===== config.mk =====
export PLATFORM = sky130hd
export DESIGN_NAME = reg_file_sb
export DESIGN_NICKNAME = d
export VERILOG_FILES = /design/src/rtl/reg_file_pkg.sv /design/src/rtl/reg_scoreboard.sv /design/src/rtl/reg_file_sb.sv
export SDC_FILE = /design/constraint.sdc
export NUM_CORES = 1
export LEC_CHECK = 0
export BUFFER_PORTS_ARGS = -buffer_cell sky130_fd_sc_hd__buf_2
export CORE_MARGIN = 4
export CORE_UTILIZATION = 42
export CTS_BUF_LIST = sky130_fd_sc_hd__clkbuf_8 sky130_fd_sc_hd__clkbuf_16
export DETAILED_ROUTE_END_ITERATION = 8
export GPL_TIMING_DRIVEN = 0
export PLACE_DENSITY = 0.69
export SLEW_MARGIN = 30
export SYNTH_ARGS = -nofsm -noshare
export SYNTH_HDL_FRONTEND = slang
export SYNTH_SLANG_ARGS = --single-unit

===== constraint.sdc =====
create_clock -name clk -period 13 [get_ports clk]
set_clock_uncertainty 0.05 [all_clocks]
set_input_delay 2.6 -clock clk [delete_from_list [all_inputs] [get_ports clk]]
set_output_delay 2.6 -clock clk [all_outputs]
set_load 0.05 [all_outputs]

===== src/rtl/reg_file_pkg.sv =====
// Shared register-file constants and address/data types for the datapath,
// decoder and controller.
package reg_file_pkg;

   localparam int DW_DEF = 8;
   localparam int PW_DEF = 3;

   typedef logic [PW_DEF-1:0] reg_addr_t;
   typedef logic [DW_DEF-1:0] reg_data_t;

endpackage


===== src/rtl/reg_scoreboard.sv =====
// Per-register busy scoreboard: load issue sets busy, load return clears it,
// and a mark of a still-busy register raises a one-cycle sb_err pulse.
module reg_scoreboard
   import reg_file_pkg::*;
#(
   parameter int PW      = PW_DEF,
   parameter bit ZERO_R0 = 1'b0
) (
   input  logic             clk,
   input  logic             reset,
   input  logic             mark_en,
   input  logic [PW-1:0]    mark_addr,
   input  logic             clr_en,
   input  logic [PW-1:0]    clr_addr,
   output logic [2**PW-1:0] busy_vec,
   output logic             sb_err
);

   localparam int NREG = 2**PW;

   logic [NREG-1:0] busy_nxt;
   logic            err_nxt;

   always_comb begin
      // NOTE: every output of this block gets a default first so no path leaves it unassigned (no latch).
      busy_nxt = busy_vec;
      for (int i = 0; i < NREG; i++) begin
         // A mark outranks a same-cycle clear: the new load is still outstanding.
         if (mark_en && mark_addr == PW'(i))
            busy_nxt[i] = 1'b1;
         else if (clr_en && clr_addr == PW'(i))
            busy_nxt[i] = 1'b0;
      end
      if (ZERO_R0)
         busy_nxt[0] = 1'b0;
      err_nxt = mark_en && busy_vec[mark_addr]
                && !(clr_en && clr_addr == mark_addr)
                && !(ZERO_R0 && mark_addr == '0);
   end

   // NOTE: state registers use non-blocking assignments so every flop samples pre-edge values.
   always_ff @(posedge clk or posedge reset) begin
      if (reset) begin
         busy_vec <= '0;
         sb_err   <= 1'b0;
      end else begin
         busy_vec <= busy_nxt;
         sb_err   <= err_nxt;
      end
   end

endmodule


===== src/rtl/reg_file_sb.sv =====
// Scoreboarded register file: two combinational read ports, ALU and load-return
// write ports (load return wins a collision), optional bypass and zero register.
module reg_file_sb
   import reg_file_pkg::*;
#(
   parameter int DW      = DW_DEF,
   parameter int PW      = PW_DEF,
   parameter bit BYPASS  = 1'b1,
   parameter bit ZERO_R0 = 1'b0
) (
   input  logic             clk,
   input  logic             reset,
   input  logic             wrA_en,
   input  logic [PW-1:0]    wrA_addr,
   input  logic [DW-1:0]    wrA_dat,
   input  logic             wrB_en,
   input  logic [PW-1:0]    wrB_addr,
   input  logic [DW-1:0]    wrB_dat,
   input  logic             mark_en,
   input  logic [PW-1:0]    mark_addr,
   input  logic [PW-1:0]    rd_addrA,
   input  logic [PW-1:0]    rd_addrB,
   output logic [DW-1:0]    datA_out,
   output logic [DW-1:0]    datB_out,
   output logic             busyA,
   output logic             busyB,
   output logic [2**PW-1:0] busy_vec,
   output logic             sb_err
);

   localparam int NREG = 2**PW;

   logic [DW-1:0] core [NREG];
   logic [PW-1:0] rd_addr [2];
   logic [DW-1:0] rd_dat  [2];
   logic          rd_busy [2];

   reg_scoreboard #(.PW(PW), .ZERO_R0(ZERO_R0)) u_sb (
      .clk       (clk),
      .reset     (reset),
      .mark_en   (mark_en),
      .mark_addr (mark_addr),
      .clr_en    (wrB_en),
      .clr_addr  (wrB_addr),
      .busy_vec  (busy_vec),
      .sb_err    (sb_err)
   );

   // NOTE: the array is reset because a cleared register file is architectural state here, which keeps it out of RAM macros.
   always_ff @(posedge clk or posedge reset) begin
      if (reset) begin
         for (int i = 0; i < NREG; i++)
            core[i] <= '0;
      end else begin
         for (int i = 0; i < NREG; i++) begin
            if (!(ZERO_R0 && i == 0)) begin
               if (wrB_en && wrB_addr == PW'(i))
                  core[i] <= wrB_dat;
               else if (wrA_en && wrA_addr == PW'(i))
                  core[i] <= wrA_dat;
            end
         end
      end
   end

   assign rd_addr[0] = rd_addrA;
   assign rd_addr[1] = rd_addrB;

   always_comb begin
      for (int p = 0; p < 2; p++) begin
         rd_dat[p]  = core[rd_addr[p]];
         rd_busy[p] = busy_vec[rd_addr[p]];
         if (BYPASS) begin
            if (wrB_en && wrB_addr == rd_addr[p]) begin
               rd_dat[p] = wrB_dat;
               if (!(mark_en && mark_addr == rd_addr[p]))
                  rd_busy[p] = 1'b0;
            end else if (wrA_en && wrA_addr == rd_addr[p]) begin
               rd_dat[p] = wrA_dat;
            end
         end
         // Reset also masks bypassed write data so outputs read 0 while it is held.
         if (reset || (ZERO_R0 && rd_addr[p] == '0)) begin
            rd_dat[p]  = '0;
            rd_busy[p] = 1'b0;
         end
      end
   end

   assign datA_out = rd_dat[0];
   assign datB_out = rd_dat[1];
   assign busyA    = rd_busy[0];
   assign busyB    = rd_busy[1];

endmodule


# After elaboration in Yosys (flattened, before gate mapping)
# Index checks and enable logic that the tools add are counted.
# word_totals
mem_bits_rw	0
regBits	73
inputBits	36
word_cells	161
output_inout_bits	27
latchBits	0
romBits	0
mem_count	0
# classes
bitwise	2
n_mul	0
reduce_logical	53
eq_ne	28
addsub	0
n_lt_le_gt_ge	5
shifts	0
div_mod_pow	0
muxes	56
# op_table
cell	n
two-way mux 8 bit	26
binary-select mux 8 bit (select 3 bit)	2
== test 3 bit, second input constant	12
logical AND 1 bit	33
nonzero test 2 bit	16
two-way mux 1 bit	25
== test 3 bit	7
== test 3 x 2 -> 1 bit, second input constant	6
< comparator 3 x 4 -> 1 bit, second input constant	3
binary-select mux 1 bit (select 3 bit)	3
== test 3 x 1 -> 1 bit, second input constant	3
zero test 3 bit	3
greater-or-equal comparator 4 bit, second input constant	2
inverter 3 -> 4 bit	2
zero test 1 bit	1

# Depth between registers and ports, before layout
# depth
ltp_word	7
depth_mapped	7
mapped_depth_nobuf	4

# Hierarchy
# From an unflattened synthesis, not the netlist that was laid out.
# unflattened
cells_unflattened	568
hier_area_um2	5511.5
# by_module_without_submodules
module	area_each_um2	seq_area_each_um2	cells_each	n_inst
reg_file_sb	4991.0	1601.5	515	1
reg_scoreboard	520.5	225.2	53	1

# Worst setup path before layout
# Ideal clock, no wire load.
# synth_path
kind	in2out
start	input reset
end	output datA_out[0]
slack_ns	4.107
arrival_time_ns	6.243
required_ns	10.350
path_stages	4
n_path_buf	1
cell_sequence	inv_1 clkbuf_1 o21ai_0 a31oi_1
# synth_via
elab_chain_len	1
# synth_rtl
element	line_no	source
from (decl)	reg_file_sb.sv:12	input logic reset,
two-way mux 8 bit	reg_file_sb.sv:83	if (reset || (ZERO_R0 && rd_addr[p] == '0)) begin
to (decl)	reg_file_sb.sv:23	output logic [DW-1:0] datA_out,
# Every way passes these cells.

# Worst setup path in the final report
# layout_path
start	input reset
end	output datB_out[5]
# layout_via
elab_chain_len	1
# layout_rtl
element	line_no	source
two-way mux 8 bit	reg_file_sb.sv:83	
to (decl)	reg_file_sb.sv:24	output logic [DW-1:0] datB_out,
# Every way passes these cells.

==> results by group <==
Status
  • Run status: completed

Logic synthesis
  • Post-synth top area share: 0.336
  • Seq/Total Area, Yosys: 0.336
  • Syn_nets: 593
  • Area leader, netlist: dfrtp_1
  • #FFs+latches synth: 73
  • Synth warn: 0
  • Synthesized area: roughly 5400 um^2
  • Cells after Synth: 557
  • Mapped Avg Cell Area: 9.75 um^2
  • Yosys cell types: 34
  • Top post-synthesis cells by area: dfrtp_1, mux2i_1, mux4_1

Setup path
  • Worst Path Required: 10350 ps
  • Worst endpoint data arrival time: 4570 ps
  • Crit-path most repeated cell: buf_2
  • Crit-path slowest cell: clkbuf_4
  • R2r startpoint: u_sb.busy_vec[7]$_DFFE_PP0P_
  • Crit-path max cell delay: 550 ps
  • Worst R2R End: u_sb.sb_err$_DFF_PP0_
  • Flop2flop setup slack: 11730 ps
  • Cell Chain, Critical Path: buf_2, inv_1, clkbuf_4, buf_12, o21ai_0, a31oi_1, buf_2
  • Worst path buffer plus inverter count: 5
  • Startpoint types: input port
  • Setup Crit Path Kind: input port to primary output
  • Worst Path Max Fanout: between 40 and 50
  • Worst reg2reg path depth: 3
  • Family with the most delay on the worst path: buffers and inverters
  • Crit path from: reset
  • Crit end category: primary output

GRT
  • GRT Total Usage: 0.235
  • Antenna violations before repair: 0
  • Largest net degree at the start of global routing: 47
  • Total gr overflow: 0
  • Vias in the first global route: 4825
  • First-pass GRT wire length: 26900 um

Timing
  • Total Neg Setup Slack: 0 ps
  • Final period util: 0.555
  • # setup viols final: 0
  • RSZ-0062 raised after global routing: false
  • Min cycle time layout: 7220 ps
  • Final Slew Violations: 0
  • Slew margin rel.: 0.445
  • Fmax: ~0.14 GHz
  • Final Hold Vio Count: 0
  • Tightest Pin Transition: 830 ps
  • Final setup margin: 5780 ps

Clock tree
  • Clock-pin slew on the worst setup and hold paths: 50 ps
  • Post-CTS Setup Bufs: 0
  • Hold-fix buffers, CTS: 0
  • Worst-Skew Late Latency: 340 ps
  • CTS tree: done
  • Sink Count: 73
  • Root Buffer: clkbuf_16
  • H-tree depth: 3
  • PostCTS Resize Cnt: 0
  • CTS Buffer Depth: 2
  • Num CTS Buffers: 9

Route
  • Antenna Violating Nets Remaining: 0
  • Routed wire length per instance: 21.9 um
  • DRT Wirelength: 17100 um
  • Routed vias: 4801
  • Post-route DRC: 0
  • Vias per cell: 6.16
  • Iter 0 DRT Violations: 460
  • TritonRoute pass-1 iters: 5

Place
  • Port Buffer Count: 35
  • Place WS: 5810 ps
  • GPL Wtd Cong: 0.911
  • DPL Wire Length: 12200 um

Power
  • Part of the power in registers: 0.369
  • Sw Share: 0.350
  • Comb pwr share: 0.315
  • Max VDD drop: 0.0000769 V
  • Internal power: 0.560 mW
  • Leakage power: 2.70 nW
  • Clk pwr share: 0.316
  • P per Cell Area: 140 nW/um^2
  • Total power: 0.860 mW
  • Sw Pwr: 0.301 mW

Floorplanning
  • Core area: 12600 um^2
  • Row Count: 41
  • Total die area: between 10000 and 15000 um^2
  • DIE WIDTH: 122 um
  • Die Ht: 122 um
  • Total I/O pin count: 63
  • Starting Density: 0.430

Hold path
  • Hold EP: u_sb.busy_vec[3]$_DFFE_PP0P_
  • Hold_sp: u_sb.busy_vec[3]$_DFFE_PP0P_
  • Hold crit path type: register to register
  • Hold depth: 2

Cells and area
  • Filler instances: 1203
  • Fraction of layout cells with a size suffix above 1: 0.155
  • Inserted Diodes: 0
  • Multi-input logic area: approximately 3200 um^2
  • Area grow syn2layout: 13.5%
  • Storage cell area: 1830 um^2
  • Final Net Count: 640

Job
  • Maxcap violations: 0
## tightest hold or removal path: cells and delay by family, from the launching register on
kind	cells	cell delay, ps
flip-flops	1	400
AO/OA/AOI/OAI	1	70
AND/OR/NAND/NOR	1	70
## registers in the layout, indices dropped and copies added, names as in the netlist
signal and cells:
core 64, u_sb.busy_vec 8, u_sb.sb_err 1
## per-stage QoR
step           cells   util  instance area [um^2]  hold slack [ps]
2_1_floorplan    557      -                  5430              472
3_3_place_gp     764  0.461                  5820              490
3_5_place_dp     765  0.463                  5850              514
4_1_cts          780  0.488                  6160              526
5_1_grt          780  0.488                  6160              554
6_report         780  0.488                  6160              530
## Yosys cell counts
| cell | count |
|---|---|
| o32ai_1 | 2 |
| buf_6 | 2 |
| mux4_2 | 2 |
| nand4b_1 | 6 |
| buf_2 | 19 |
| nand2b_4 | 2 |
| a21oi_1 | 32 |
| nor2b_1 | 2 |
| xnor2_1 | 21 |
| and4_1 | 2 |
| buf_1 | 3 |
| nand4_1 | 7 |
| buf_12 | 4 |
| nor3_1 | 2 |
| nor3b_2 | 2 |
| o21ai_0 | 42 |
| nor2_1 | 35 |
| clkbuf_1 | 24 |
| nor3_2 | 2 |
| o22ai_1 | 2 |
| dfrtp_1 | 73 |
| nor3b_1 | 2 |
| nor3_4 | 2 |
| mux2i_1 | 99 |
| inv_1 | 5 |
| a31oi_1 | 16 |
| nand3_1 | 16 |
| mux4_1 | 20 |
| a41oi_1 | 2 |
| o21ai_1 | 10 |
| nand2b_1 | 19 |
| buf_4 | 7 |
| a22oi_1 | 16 |
| nand2_1 | 57 |
## worst max-delay path by stage
stage	end	slack, ps	cells after the start
floorplan	datA_out[0]	4110	4
global placement	datA_out[1]	3080	6
detailed placement	datB_out[5]	5810	7
CTS	datB_out[5]	5820	7
global route	datB_out[5]	5630	7
finish	datB_out[5]	5780	7
## final cells by class
| class | instances | share of cell area |
|---|---|---|
| repair buffers | 36 | 0.0317 |
| inverters | 5 | 0.00304 |
| well taps | 172 | 0.0349 |
| clock buffers | 10 | 0.0388 |
| multi-input cells | 420 | 0.525 |
| plain buffers | 59 | 0.0576 |
| flip-flops and latches | 73 | 0.296 |
| clock inverters | 5 | 0.0130 |
## cells by family after synthesis
family          count (synthesis)  share of synthesized area
compound gates                122                      0.127
mux                           121                      0.287
simple gates                  156                      0.147
buf+inv                        64                     0.0682
xor+xnor                       21                     0.0339
flops                          73                      0.336
## power by group through the flow
stage / Clock [mW] / Combinational [mW] / Sequential [mW]
global route: 0.282 / 0.290 / 0.324
finish: 0.272 / 0.271 / 0.317
floorplan: 0 / 0.192 / 0.326
detailed placement: 0 / 0.268 / 0.319
global placement: 0 / 0.261 / 0.315
CTS: 0.272 / 0.269 / 0.316
## routing by layer
layer	share of wire	GRT usage	vias up
met5	0	0	-
met4	0.032	0.0945	0
met3	0.071	0.0390	59
met2	0.48	0.386	230
met1	0.41	0.311	2386
li1	-	-	2126
## layout by cell type, fill, tap and decap left out, types with 3 or more instances in the layout
| cell type | instances |
|---|---|
| mux2i_1 | 99 |
| dfrtp_1 | 73 |
| nand2_1 | 57 |
| buf_2 | 54 |
| o21ai_0 | 42 |
| nor2_1 | 35 |
| a21oi_1 | 32 |
| clkbuf_1 | 23 |
| xnor2_1 | 21 |
| mux4_1 | 20 |
| nand2b_1 | 19 |
| a22oi_1 | 16 |
| nand3_1 | 16 |
| a31oi_1 | 16 |
| o21ai_1 | 10 |
| clkbuf_16 | 9 |
| buf_4 | 7 |
| nand4_1 | 7 |
| nand4b_1 | 6 |
| inv_1 | 5 |
| buf_12 | 5 |
| buf_1 | 3 |
Note: power is estimated with default switching activity, not from simulation.
